**config.mk**
```make
export PLATFORM = sky130hd
export DESIGN_NAME = serial_tx_fifo
export DESIGN_NICKNAME = d
export VERILOG_FILES = /design/src/rtl/serial_tx_fifo_pkg.sv /design/src/rtl/serial_tx_fifo_fifo.sv /design/src/rtl/serial_tx_fifo.sv
export SDC_FILE = /design/constraint.sdc
export NUM_CORES = 1
export LEC_CHECK = 0
export CAP_MARGIN = 20
export CORE_UTILIZATION = 35
export DETAILED_ROUTE_END_ITERATION = 6
export GPL_TIMING_DRIVEN = 0
export PLACE_DENSITY = 0.53
export SYNTH_ARGS = -nofsm -noshare
export SYNTH_HDL_FRONTEND = slang
export SYNTH_SLANG_ARGS = --single-unit
```
**constraint.sdc**
```tcl
create_clock -name clk -period 8.28 [get_ports clk]
set_input_delay 1.656 -clock clk [delete_from_list [all_inputs] [get_ports clk]]
set_output_delay 1.656 -clock clk [all_outputs]
set_load 0.005 [all_outputs]
```
**src/rtl/serial_tx_fifo_pkg.sv**
```systemverilog
// Shared definitions for the buffered serial transmitter:
// register offsets, STATUS layout and transmit FSM encoding.
package serial_tx_fifo_pkg;

    localparam int REG_TXDATA  = 0;
    localparam int REG_STATUS  = 1;
    localparam int REG_DIVISOR = 2;

    localparam int ST_FULL_BIT  = 0;
    localparam int ST_EMPTY_BIT = 1;
    localparam int ST_BUSY_BIT  = 2;
    localparam int ST_OVF_BIT   = 3;
    localparam int ST_CNT_LSB   = 8;

    typedef enum logic [1:0] {
        TX_IDLE  = 2'd0,
        TX_START = 2'd1,
        TX_DATA  = 2'd2,
        TX_STOP  = 2'd3
    } tx_state_e;

    function automatic logic [31:0] status_word(
        input logic       full,
        input logic       empty,
        input logic       busy,
        input logic       ovf,
        input logic [7:0] cnt
    );
        logic [31:0] w;
        w                       = '0;
        w[ST_FULL_BIT]          = full;
        w[ST_EMPTY_BIT]         = empty;
        w[ST_BUSY_BIT]          = busy;
        w[ST_OVF_BIT]           = ovf;
        w[ST_CNT_LSB +: 8]      = cnt;
        return w;
    endfunction

endpackage

```
**src/rtl/serial_tx_fifo_fifo.sv**
```systemverilog
// Synchronous FIFO with show-ahead output; a push while full is
// accepted only when a pop frees the slot on the same edge.
module sync_fifo #(
    parameter int WIDTH = 8,
    parameter int DEPTH = 4,
    localparam int AW = $clog2(DEPTH),
    localparam int CW = AW + 1
) (
    input  logic             clk,
    input  logic             reset,
    input  logic             push,
    input  logic             pop,
    input  logic [WIDTH-1:0] din,
    output logic [WIDTH-1:0] dout,
    output logic             full,
    output logic             empty,
    output logic [CW-1:0]    count
);

    logic [WIDTH-1:0] mem_q [DEPTH];
    logic [WIDTH-1:0] mem_d [DEPTH];
    logic [AW-1:0]    wr_ptr_q, wr_ptr_d;
    logic [AW-1:0]    rd_ptr_q, rd_ptr_d;
    logic [CW-1:0]    count_q, count_d;
    logic             do_push, do_pop;

    assign full  = (count_q == CW'(DEPTH));
    assign empty = (count_q == '0);
    assign count = count_q;
    assign dout  = mem_q[rd_ptr_q];

    assign do_pop  = pop && !empty;
    assign do_push = push && (!full || do_pop);

    always_comb begin
        mem_d    = mem_q;
        wr_ptr_d = wr_ptr_q;
        rd_ptr_d = rd_ptr_q;
        count_d  = count_q;
        if (do_push) begin
            mem_d[wr_ptr_q] = din;
            wr_ptr_d        = wr_ptr_q + 1'b1;
        end
        if (do_pop) begin
            rd_ptr_d = rd_ptr_q + 1'b1;
        end
        unique case ({do_push, do_pop})
            2'b10:   count_d = count_q + 1'b1;
            2'b01:   count_d = count_q - 1'b1;
            default: count_d = count_q;
        endcase
    end

    always_ff @(posedge clk) begin
        if (reset) begin
            wr_ptr_q <= '0;
            rd_ptr_q <= '0;
            count_q  <= '0;
            for (int i = 0; i < DEPTH; i++) begin
                mem_q[i] <= '0;
            end
        end else begin
            wr_ptr_q <= wr_ptr_d;
            rd_ptr_q <= rd_ptr_d;
            count_q  <= count_d;
            mem_q    <= mem_d;
        end
    end

endmodule

```
**src/rtl/serial_tx_fifo.sv**
```systemverilog
// Memory-mapped serial transmitter: TXDATA/STATUS/DIVISOR registers,
// a character FIFO and a start/data/stop serialiser on tx.
module serial_tx_fifo
    import serial_tx_fifo_pkg::*;
#(
    parameter int BASE      = 8,
    parameter int DEPTH     = 4,
    parameter int DATA_BITS = 8,
    parameter int DIV_WIDTH = 16,
    parameter int DIV_RESET = 3
) (
    input  logic        clk,
    input  logic        reset,
    input  logic        enable,
    input  logic        rw,
    input  logic [31:0] addr,
    input  logic [31:0] d_in,
    output logic [31:0] d_out,
    output logic        tx,
    output logic        irq
);

    localparam int CW = $clog2(DEPTH) + 1;
    localparam int BW = $clog2(DATA_BITS);

    logic                 in_range;
    logic [31:0]          rel;
    logic                 sel_txdata, sel_status, sel_div;
    logic                 wr_txdata, wr_div, rd_status, rd_any;

    logic                 fifo_pop, fifo_full, fifo_empty;
    logic [DATA_BITS-1:0] fifo_dout;
    logic [CW-1:0]        fifo_count;

    tx_state_e            state_q, state_d;
    logic [DATA_BITS-1:0] shift_q, shift_d;
    logic [BW-1:0]        idx_q, idx_d, idx_nxt;
    logic [DIV_WIDTH-1:0] per_q, per_d;
    logic [DIV_WIDTH-1:0] reload_q, reload_d;
    logic [DIV_WIDTH-1:0] div_q, div_d;
    logic                 tx_q, tx_d;
    logic                 ovf_q, ovf_d;
    logic                 start_frame;
    logic                 unused_bits;

    assign unused_bits = ^d_in[31:DIV_WIDTH];

    assign in_range = enable && (addr >= 32'(BASE))
                      && (addr <= 32'(BASE + 2));
    assign rel      = addr - 32'(BASE);

    assign sel_txdata = in_range && (rel == 32'(REG_TXDATA));
    assign sel_status = in_range && (rel == 32'(REG_STATUS));
    assign sel_div    = in_range && (rel == 32'(REG_DIVISOR));

    assign wr_txdata = sel_txdata && rw;
    assign wr_div    = sel_div && rw;
    assign rd_status = sel_status && !rw;
    assign rd_any    = in_range && !rw;

    sync_fifo #(
        .WIDTH (DATA_BITS),
        .DEPTH (DEPTH)
    ) u_fifo (
        .clk   (clk),
        .reset (reset),
        .push  (wr_txdata),
        .pop   (fifo_pop),
        .din   (d_in[DATA_BITS-1:0]),
        .dout  (fifo_dout),
        .full  (fifo_full),
        .empty (fifo_empty),
        .count (fifo_count)
    );

    assign idx_nxt = idx_q + 1'b1;

    always_comb begin
        state_d     = state_q;
        shift_d     = shift_q;
        idx_d       = idx_q;
        per_d       = per_q;
        reload_d    = reload_q;
        tx_d        = tx_q;
        start_frame = 1'b0;
        unique case (state_q)
            TX_IDLE: begin
                start_frame = !fifo_empty;
            end
            TX_START: begin
                if (per_q == '0) begin
                    per_d   = reload_q;
                    idx_d   = '0;
                    tx_d    = shift_q[0];
                    state_d = TX_DATA;
                end else begin
                    per_d = per_q - 1'b1;
                end
            end
            TX_DATA: begin
                if (per_q == '0) begin
                    per_d = reload_q;
                    if (idx_q == BW'(DATA_BITS - 1)) begin
                        tx_d    = 1'b1;
                        state_d = TX_STOP;
                    end else begin
                        idx_d = idx_nxt;
                        tx_d  = shift_q[idx_nxt];
                    end
                end else begin
                    per_d = per_q - 1'b1;
                end
            end
            TX_STOP: begin
                if (per_q == '0) begin
                    // back-to-back frames: no idle gap when data waits
                    start_frame = !fifo_empty;
                    state_d     = TX_IDLE;
                end else begin
                    per_d = per_q - 1'b1;
                end
            end
            default: state_d = TX_IDLE;
        endcase
        if (start_frame) begin
            shift_d  = fifo_dout;
            reload_d = div_q;
            per_d    = div_q;
            idx_d    = '0;
            tx_d     = 1'b0;
            state_d  = TX_START;
        end
    end

    assign fifo_pop = start_frame;

    always_comb begin
        div_d = div_q;
        ovf_d = ovf_q;
        if (wr_div) begin
            div_d = d_in[DIV_WIDTH-1:0];
        end
        if (rd_status) begin
            ovf_d = 1'b0;
        end
        if (wr_txdata && fifo_full && !fifo_pop) begin
            ovf_d = 1'b1;
        end
    end

    always_comb begin
        d_out = '0;
        if (rd_any) begin
            unique case (1'b1)
                sel_status: d_out = status_word(fifo_full, fifo_empty,
                                                state_q != TX_IDLE, ovf_q,
                                                8'(fifo_count));
                sel_div:    d_out = 32'(div_q);
                default:    d_out = '0;
            endcase
        end
    end

    always_ff @(posedge clk) begin
        if (reset) begin
            state_q  <= TX_IDLE;
            shift_q  <= '0;
            idx_q    <= '0;
            per_q    <= '0;
            reload_q <= '0;
            div_q    <= DIV_WIDTH'(DIV_RESET);
            tx_q     <= 1'b1;
            ovf_q    <= 1'b0;
        end else begin
            state_q  <= state_d;
            shift_q  <= shift_d;
            idx_q    <= idx_d;
            per_q    <= per_d;
            reload_q <= reload_d;
            div_q    <= div_d;
            tx_q     <= tx_d;
            ovf_q    <= ovf_d;
        end
    end

    assign tx  = tx_q;
    assign irq = fifo_empty && (state_q == TX_IDLE);

endmodule

```
==> results.cfg, run 1 <==
[run_status]
status = completed

[power]
clockPowerShare_pct = 41.5
pwr_density_cell_nw_per_um2 = 147
seqPwrFrac_pct = 50.1
swShare_pct = 23.2
pwr-share-comb_pct = 8.4
switchingPower_w = 0.000228
p_total_w = 0.000985
power.leakage_nw = 2.66
ir_drop_v = 0.000121
p_int_w = 0.000756

[timing]
fin_tns_setup_ps = 0
period_needed_ps = 6640
finClkSkew_ps = 7.13
finalHoldViolCount = 0
setup_violations = 0
timing.final.crit_share_pct = 80.2
max_freq_ghz = 0.151
grt_setup_unrepaired = false
worst_slew_pin_slew_ps = 829
slew_violations = 0
relSlewSlack_pct = 44.7

[logic_synthesis]
muxShareOfSynthArea_pct = 13.6
synth.top_cells.by_area = dfxtp_1 38%, mux2i_1 9.0%, nand2b_1 5.2%
synth_top_cell_area_share_pct = 37.6
synthAdderAreaFrac_pct = 3.83
synth_edf_count = 0
yosys.area.top_type = dfxtp_1
ys_ff_latch = 102
syn_inst = 613
yosysMostFrequentCell = dfxtp_1
async_reset_ff_share_pct = 0
netlist_area_um2 = 5430
yosys_warnings = 0
ys.flop_type = dfxtp_1
ys_seq_area_share_pct = 37.6
synth_cell_types = 56
synth-compound-area-share_pct = 13.4
synth_top_family_by_area = simple AND/OR/NAND/NOR gates
synth-xor-area-share_pct = 2.10
synth_common_cells = 102 x dfxtp_1, 69 x nand2_1, 52 x nor2_1, 49 x mux2i_1, 45 x nand2b_1
yosys.area_share.simple_pct = 23.4
avgSynthCellArea_um2 = 8.85

[placement]
io_buffers = 68
dpl-instance-area_um2 = 6410
dpl.hpwl_um = 11400
gp_congestion = 0.817
dp_cells = 885

[clocking]
tritoncts = built
cts.path.max_buffers = 2
cts_sinks = 102
ctsHoldBuffers = 0
clock_latency_ps = 360
clockRootBuffer = clkbuf_16
cts_buffers = 9
post-cts-setup-buffers = 0
path_clk_slew_ps = 70
ctsResizeCount = 0
h-tree-depth = 3

[worst_setup_path]
critPathCaptureType = primary output
arrival_ps = 4980
cp-startpoint = addr[3]
critPathMaxFanout = 7
r2r_start = per_q[0]$_SDFFE_PP0P_
critPathKind = input pin to primary output
crit_required_ps = 6620
cp-start-kind = input pin

[floorplan]
rows = 45
ios = 102
die-area_um2 = 16000
start_util_pct = 35.8
die_height_um = 127
die_w_um = 127
core_area_um2 = 15100

[cells_and_area]
diodes = 0
area_growth_pct = 23.2
final_area_um2 = 6690
final_cell_count_no_fill = 901
fin_nets = 792
utilization_pct = 44.1
drive_gt1_share_pct = 9.12

[flow_run]
cap_violations = 0

[routing]
ant_nets = 0
drcViolationCount = 0
wirelength_um = 14700
via_per_inst = 5.18
drt-pass1-iter-count = 4
routedWlPerCell_um = 16.3
route.vias.total = 4669
drtIter0Drc = 278

[global_route]
grt_use_total_pct = 19.4
grt_max_degree = 16
grt_pass1_vias = 4758
overflow = 0
grt_pass1_wl_um = 24100
antenna_found_initial = 0

[hold_path]
hold_class = flip-flop to flip-flop
min_from = shift_q[6]$_SDFFE_PP0P_
## power groups by stage
stage | registers [W] | clock network (W) | logic [W]
global placement | 0.000504 | 0 | 0.0000809
global route | 0.000493 | 0.000439 | 0.0000896
CTS | 0.000493 | 0.000421 | 0.0000824
floorplan | 0.000504 | 0 | 0.0000407
finish | 0.000493 | 0.000409 | 0.0000825
detailed placement | 0.000504 | 0 | 0.0000820
## layer usage
layer  share of wire (%)  vias to the layer above  GRT usage (%)
met4                 1.6                        0           6.17
met3                 2.5                       19           3.54
met1                  45                     2235           23.1
li1                    -                     2347              -
met2                  50                       68           35.0
met5                   0                        -              0
## cell type report
cell class | instances | area (um^2)
Timing Repair Buffer | 69 | 688
Multi-Input combinational cell | 461 | 3120
Clock inverter | 2 | 16.3
Sequential cell | 102 | 2040
Fill cell | 1498 | 8460
Clock buffer | 14 | 264
Buffer | 49 | 262
Tap cell | 188 | 235
Inverter | 16 | 60.1
## cells in the final DEF, fill, tap and decap left out, types with 4 or more instances in the layout
master,n
a21oi_1,39
a221o_1,5
a22oi_1,9
a311oi_1,5
a31o_2,4
a31oi_1,8
and2_1,11
buf_2,8
buf_4,17
clkbuf_1,26
clkbuf_16,9
clkdlybuf4s50_1,68
conb_1,16
dfxtp_1,102
ha_1,15
inv_1,16
mux2i_1,49
mux4_2,10
nand2_1,69
nand2b_1,45
nand3_1,8
nand4_1,6
nor2_1,52
nor3_1,12
nor4_1,8
nor4b_1,4
o211ai_1,10
o21ai_0,13
or3_1,5
or4_1,5
xnor2_1,6
xor2_1,7
## worst paths after layout
| path | to | slack (ps) | cells past startpoint |
|---|---|---|---|
| setup / recovery | d_out[10] | 1640 | 11 |
| hold / removal | shift_q[6]$_SDFFE_PP0P_ | 450 | 2 |
| setup reg to reg | u_fifo.count[2]$_SDFFE_PP0P_ | 4260 | 14 |
| hold reg to reg | shift_q[6]$_SDFFE_PP0P_ | 450 | 2 |
## worst max-delay path, stage by stage
cell and delay (ps):
clkdlybuf4s50_1 590, inv_1 140, ha_1 260, nor2_1 130
a21oi_1 80, o22ai_1 380, nand3_1 300, or4_1 570
clkbuf_1 190, nor2_1 160, clkdlybuf4s50_1 510
## per-stage QoR
stage	hold WS [ps]	setup WS, ps
after global placement	443	1430
final	455	1640
after global routing	479	1460
after CTS	456	1660
after detailed placement	447	1670
after floorplan	433	3210
## sequential cells by signal, summed over array words and instances, names as in the netlist
| register | cells |
|---|---|
| u_fifo.mem_q | 32 |
| ovf_q | 1 |
| u_fifo.count | 3 |
| u_fifo.wr_ptr_q | 2 |
| div_q | 16 |
| shift_q | 8 |
| per_q | 16 |
| tx | 1 |
| state_q | 2 |
| idx_q | 3 |
| u_fifo.rd_ptr_q | 2 |
| reload_q | 16 |
## cells by family (layout without fill, tap and decap cells)
kind of cell	Yosys count	in the layout
mux	61	61
other cells	1	16
compound gates	111	111
buf+inv	65	150
fa+ha+maj	16	16
xor+xnor	13	13
simple gates	244	244
flops	102	102
Power figures use the tool's default switching activity.
==> run 2: changes to the inputs <==
clock period = 6.4 ns   (was 8.28 ns; I/O delays follow)
==> results of run 2 <==
Same layout as run 1 (identical final DEF). Status: completed.
Main changes from that run: setup slack after placement 1670 ps -> 544 ps; setup slack after layout 1640 ps -> 512 ps; register-to-register setup slack 4260 ps -> 2380 ps; total power 0.000985 W -> 0.00127 W; worst IR drop on VDD 0.000121 V -> 0.000156 V
==> run 3: changes to the inputs <==
CORE_MARGIN = 10   (was unset)
CTS_BUF_LIST = sky130_fd_sc_hd__clkbuf_8   (was unset)
==> run 3 against run 2 <==
Maximum frequency up 1.3%. Flip-flop and latch count unchanged. Global-route usage down 4.4 points. Die area up 30%. Non-clock buffer count unchanged. Clock power down 18%.
==> results.cfg, run 3 (same netlist as run 1, synthesis figures left out) <==
[worst_setup_path]
rrSetupSlack_ps = 2290
cp-start-kind = input pin
cp-startpoint = addr[3]
critPathMaxFanout = 7
worst_path_max_delay_cell = clkdlybuf4s50_1
r2r_start = per_q[0]$_SDFFE_PP0P_
slowest_delay_ps = 580
rr_endpoint = u_fifo.count[2]$_SDFFE_PP0P_
path_cells = clkdlybuf4s50_1, inv_1, ha_1, nor2_1, a21oi_1, o22ai_1, nand3_1, or4_1, clkbuf_1, nor2_1, clkdlybuf4s50_1
critPathKind = input pin to primary output
cp_top_family = buffers and inverters
arrival_ps = 4530
crit_required_ps = 5120
worst-r2r-cell-count = 14
crit_buf_inv = 4
critPathCaptureType = primary output

[timing]
setup_violations = 0
slew_violations = 0
relSlewSlack_pct = 46.9
finalHoldViolCount = 0
grt_setup_unrepaired = false
timing.final.crit_share_pct = 90.8
worst_slew_pin_slew_ps = 797
max_freq_ghz = 0.172
fin_tns_setup_ps = 0
finClkSkew_ps = 12.7
period_needed_ps = 5810

[power]
power.leakage_nw = 2.62
pwr_density_cell_nw_per_um2 = 178
ir_drop_v = 0.000151

[cells_and_area]
utilization_pct = 43.5
top_register = u_fifo.mem_q
multiInputGateArea_um2 = 3120
layout_commonest_cell = dfxtp_1
nFillCells = 1531
largest_reg_flops = 32
fin_nets = 792
final_cell_mix = 102 x dfxtp_1, 69 x nand2_1, 68 x clkdlybuf4s50_1
diodes = 0
seq_area_um2 = 2040
drive_gt1_share_pct = 9.54
area_growth_pct = 21.8

[floorplan]
ios = 102
die-area_um2 = 20900
rows = 45
start_util_pct = 35.7
die_height_um = 145
die_w_um = 145
core_area_um2 = 15200

[clocking]
clock_latency_ps = 390
ctsResizeCount = 0
clockRootBuffer = clkbuf_8
path_clk_slew_ps = 110
tritoncts = built
cts_sinks = 102
ctsHoldBuffers = 0
cts.path.max_buffers = 2
cts_buffers = 9
h-tree-depth = 3
post-cts-setup-buffers = 0

[routing]
wirelength_um = 15300
via_per_inst = 5.16
drt-pass1-iter-count = 6
route.vias.total = 4646
ant_nets = 0
routedWlPerCell_um = 17.0
drtIter0Drc = 242
drcViolationCount = 0

[hold_path]
hold_class = flip-flop to flip-flop
min_from = reload_q[3]$_SDFFE_PP0P_
worstHoldEndpoint = reload_q[3]$_SDFFE_PP0P_
min_path_cells = 2

[run_status]
status = completed

[global_route]
grt_max_degree = 19
overflow = 0
grt_use_total_pct = 15.0
antenna_found_initial = 0
grt_pass1_vias = 4650
grt_pass1_wl_um = 24400

[flow_run]
cap_violations = 0

[placement]
io_buffers = 68
dpl.hpwl_um = 12000
gp_congestion = 0.854
## run 3: cell type report
cell class              count  share of cell area, %
well taps                 188                   3.56
inverters                  16                  0.908
repair buffers             69                   10.4
clock buffers               9                   1.87
flip-flops and latches    102                   30.9
multi-input cells         461                   47.2
clock inverters             7                   1.23
plain buffers              49                   3.96
## run 3: report_power, final
part	switching [W]	total, W	internal, W
Sequential	0.00000188	0.000638	0.000636
Combinational	0.0000511	0.000107	0.0000560
Clock	0.000246	0.000432	0.000185
Total	0.000299	0.00118	0.000877
## run 3: per-stage QoR
step	hold slack, ps	power, W	instances	cell area (um^2)	worst slack (ps)
after floorplan	433	0.000705	628	5480	2080
after detailed placement	444	0.000759	885	6410	585
after global placement	440	0.000757	884	6400	295
after global routing	483	0.00122	901	6610	243
final	461	0.00118	901	6610	588
after CTS	458	0.00119	901	6610	569
## run 3: worst max path at each step
stage,endpoint,slack (ps),cells past startpoint
final,d_out[9],590,11
after global routing,d_out[5],240,11
after CTS,d_out[9],570,11
after detailed placement,d_out[9],590,11
after global placement,d_out[7],300,10
after floorplan,d_out[0],2080,9
## run 3: metal layers
| metal | global-route usage [%] | up-vias | wire length, um |
|---|---|---|---|
| met3 | 2.92 | 19 | 544 |
| met5 | 0 | - | 0 |
| li1 | - | 2335 | - |
| met2 | 25.8 | 76 | 7580 |
| met4 | 5.64 | 0 | 302 |
| met1 | 18.0 | 2216 | 6860 |
## run 3: worst min-delay path, stage by stage (launching register included)
cell and delay, ps:
dfxtp_1 320, nand2_1 50, a21oi_1 50
==> RTL edit 1: new RTL, settings of run 1 <==
Encoding of `tx_state_e`: now one-hot (4 bits for 4 states).
--- a/src/rtl/serial_tx_fifo_pkg.sv
+++ b/src/rtl/serial_tx_fifo_pkg.sv
@@ -12,11 +12,11 @@
     localparam int ST_OVF_BIT   = 3;
     localparam int ST_CNT_LSB   = 8;
 
-    typedef enum logic [1:0] {
-        TX_IDLE  = 2'd0,
-        TX_START = 2'd1,
-        TX_DATA  = 2'd2,
-        TX_STOP  = 2'd3
+    typedef enum logic [3:0] {
+        TX_IDLE  = 4'b0001,
+        TX_START = 4'b0010,
+        TX_DATA  = 4'b0100,
+        TX_STOP  = 4'b1000
     } tx_state_e;
 
     function automatic logic [31:0] status_word(
Formal check against the unedited RTL: no difference found for any inputs over 10 cycles, from zero or initial values and one cycle with reset high; not proved beyond that.
==> RTL edit 1 against run 1 <==
- design area rose by 1.6%
- non-clock buffer count fell by 3
- sequential cell count increased by 2
- register-to-register slack improved by 830 ps
- core utilization is 0.35 points higher
- power grew 2.4%
- final cell count increased by 2.8%
- routed wire length decreased by 1.5%
- sequential power rose by 1%
- synthesized area is 0.92% higher
- first-iteration DRC count fell by 27%
- setup slack gained 410 ps
- global-route usage fell by 0.27 points
- largest power group unchanged
- highest routed layer unchanged
==> RTL edit 1: results (changes against run 1) <==
status finished, final reports clean; Worst Setup EP d_out[4]; worst r2r path cells 15 (+1); Post-Synth Adder-Cell Area 2.42% (-1.4 points); met1 global-route usage 24.5% (+1.4 points); Clock Skew 12.7 ps (+5.56 ps); layout cells sized above 1 11.2% (+2.1 points); Area after DPL 6480 um2 (+1.1%); XOR/XNOR Fraction of Synth Area 2.72% (+0.62 points); pre-CTS setup slack 2070 ps (+401 ps); Total Routed Length 14.5 mm (-1.5%); worst reg-to-reg setup slack 5090 ps (+830 ps); Worst Tran Pin Value 710 ps (-120 ps); sequential area share after synthesis 38.0% (+0.39 points); Post-synth top cells 104 x dfxtp_1, 87 x nand2_1, 54 x nor2_1; compound-cell area share of the yosys netlist 11.2% (-2.3 points); met3 usage 4.02% (+0.48 points); Avg Synthesized Cell Area 8.90 um2 (+0.59%); met3 wire len 531 um (+42%); initial drt markers 203 (-27%); Critical Path Max Stage Delay 550 ps (-40 ps); Hold Crit Start shift_q[5]; Fillers 1,495 (-0.20%); nets 788 (-0.51%); Worst Path Arrival 4570 ps (-410 ps); Worst setup startpoint addr[4]; Peak VDD IR 0.103 mV (-15%); post-detail-place hpwl 11.0 mm (-4.0%); vias in the first global route 4,568 (-4.0%); met1 WL 6.97 mm (+4.4%); placed cells 909 (+2.7%); CP max FO 9 (+2); Leakage 2.68 nW (+1.0%); Hold Path End shift_q[5]; distinct cell type count of the synthesized netlist 60 (+7.1%); via/cell ratio 4.99 (-3.7%); mux share of post-synthesis cell area 13.1% (-0.51 points); DR WL met2 6.77 mm (-9.0%); slowest CP cell o32ai_1; pin count of the biggest net entering global routing 18 (+2)
-- RTL edit 1: cell types whose count changed after synthesis, sizes merged, moves of 6 or more --
cell    delta
clkbuf    -10
o211ai     +6
nand2     +22
ha         -6
inv        +8
buf        +7
o21ai      -8
a31oi      +9
and2      -10
-- RTL edit 1: cell type report --
cell class	count	area (um2)	share of cell area (%)
inverter	24	92.6	1.36
clock inverter	5	65.1	0.958
timing repair buffer	69	686	10.1
tap	211	264	3.89
clock buffer	11	243	3.57
buffer	46	329	4.85
sequential	104	2080	30.7
multi-input combinational	456	3030	44.6
-- RTL edit 1: where the power goes --
group	internal (mW)	total (mW)	switching, mW
Clock	0.246	0.446	0.200
Sequential	0.500	0.500	0.00000000000766
Combinational	0.0342	0.0621	0.0280
Total	0.780	1.01	0.228
==> RTL edit 2: new RTL, settings of run 1 <==
Made on the original files. Change the parameter `DIV_WIDTH` from 16 to 14.
--- a/src/rtl/serial_tx_fifo.sv
+++ b/src/rtl/serial_tx_fifo.sv
@@ -6,7 +6,7 @@
     parameter int BASE      = 8,
     parameter int DEPTH     = 4,
     parameter int DATA_BITS = 8,
-    parameter int DIV_WIDTH = 16,
+    parameter int DIV_WIDTH = 14,
     parameter int DIV_RESET = 3
 ) (
     input  logic        clk,
Formal check against the unedited RTL: not equivalent (Yosys sat finds a counterexample within 4 cycles, from zero or initial values and one cycle with reset high).
==> RTL edit 2 against run 1 <==
- the run now ends with DRC left
- routed wire length up 4.9%
- sequential cell count down 6
- synthesized area down 2.5%
- power down 1.6%
- core utilization up 0.29 points
- clock skew up 2.3 ps
- critical path depth down 1
- sequential share of layout area down 1.0 points
- design area down 2.7%
- non-clock buffer count down 2
- setup slack better by 150 ps
- via count up 0.54%
- first-iteration DRC count up 34%
- critical path type unchanged
- critical endpoint is now d_out[5]
==> RTL edit 2: results (changes against run 1) <==
Leakage 2.44 nW (-8.0%); Fillers 1,476 (-1.5%); Vias 4,694 (+0.54%); DR WL met2 7.39 mm (-0.59%); yosys warns 0 (unchanged); WL per Instance 17.6 um (+7.4%); drc violations 4 (+4); Worst Path Arrival 4830 ps (-150 ps); Final clock-cell share 4.19% (about the same); minimum clock period after layout 6490 ps (-153 ps); sequential cell area 1920 um2 (-5.9%); clkbuf count 10 (-4); Hold Path End u_fifo.mem_q[12]; Largest delay share family, worst path simple AND/OR/NAND/NOR gates; top cells by area, synth dfxtp_1 36%, mux2i_1 8.9%, nand2_1 7.5%; Mapped Area 5290 um2 (-2.5%); status complete, but fails checks; met3 usage 4.24% (+0.69 points); invs w/o clock 22 (+6); Worst Setup EP d_out[5]; Top FF cell, synth dfxtp_1; pre-CTS setup slack 1720 ps (+48.3 ps); first-pass GRT wire length 24.9 mm (+3.5%); post-detail-place hpwl 11.6 mm (+1.6%); placed cells 864 (-2.4%); failing checks DRC; DR pass1 iterations 7 (+3); #MultiIn Comb 446 (-3.3%); vias in the first global route 4,641 (-2.5%); clk slew on worst S/H paths 70 ps (about the same); Final Instance Area 6510 um2 (-2.7%); reg-to-reg endpoint u_fifo.count[2]; worst reg-to-reg setup slack 4670 ps (+410 ps); IO Port Bufs 65 (-4.4%); Critical Path Max Stage Delay 520 ps (-70 ps); cells after synthesis 598 (-2.4%); initial drt markers 372 (+34%); pin count of the biggest net entering global routing 17 (+1); met1 WL 7.01 mm (+5.0%); CP max FO 9 (+2); Worst Tran Pin Value 912 ps (+82.6 ps); met1 global-route usage 25.7% (+2.6 points); GR Util met2 35.0% (-0.037 points); distinct cell type count of the synthesized netlist 71 (+27%); Multi-input gate area 3060 um2 (-1.8%); WHS 460 ps (+5.08 ps); Post-synth top cells 105 x nand2_1, 96 x dfxtp_1, 54 x nor2_1; Peak VDD IR 0.115 mV (-4.5%); Non-clock buffer share 14.4% (+0.18 points); sequential area share after synthesis 36.3% (-1.3 points); Hold Crit Start u_fifo.mem_q[12]; met3 wire len 714 um (+91%); nets 774 (-2.3%); number of non-clock buffers 116 (-1.7%); layout cells sized above 1 11.5% (+2.4 points); Global Route Usage Sum 20.4% (+1.1 points); Area after DPL 6230 um2 (-2.7%); RePlAce Congestion 0.927 (+13%); clk_lat worst skew 360 ps (about the same); Total Routed Length 15.4 mm (+4.9%)
RTL edit 2: cell types whose count changed after synthesis, moves of 5 or more:
cell,run 1,this run
a31oi_1,8,0
a221o_1,5,0
buf_4,16,22
a211oi_1,0,6
xnor2_1,6,1
dfxtp_1,102,96
buf_2,8,3
o211ai_1,10,1
nand2b_1,45,1
nand2_1,69,105
RTL edit 2: cell families after synthesis:
family                   after synthesis  synth area share [%]
AND/OR/NAND/NOR                      241                  24.5
AO/OA/AOI/OAI                        109                  14.3
flip-flops                            96                  36.3
buffers and inverters                 73                  6.95
multiplexers                          59                  13.6
adder cells (fa/ha/maj)               15                  3.69
XOR/XNOR                               4                 0.662
other                                  1                0.0709
RTL edit 2: report_power, final:
| group | total [mW] | switching (mW) | internal [mW] |
|---|---|---|---|
| clock | 0.397 | 0.191 | 0.206 |
| sequential | 0.465 | 0.00206 | 0.463 |
| combinational | 0.107 | 0.0593 | 0.0476 |
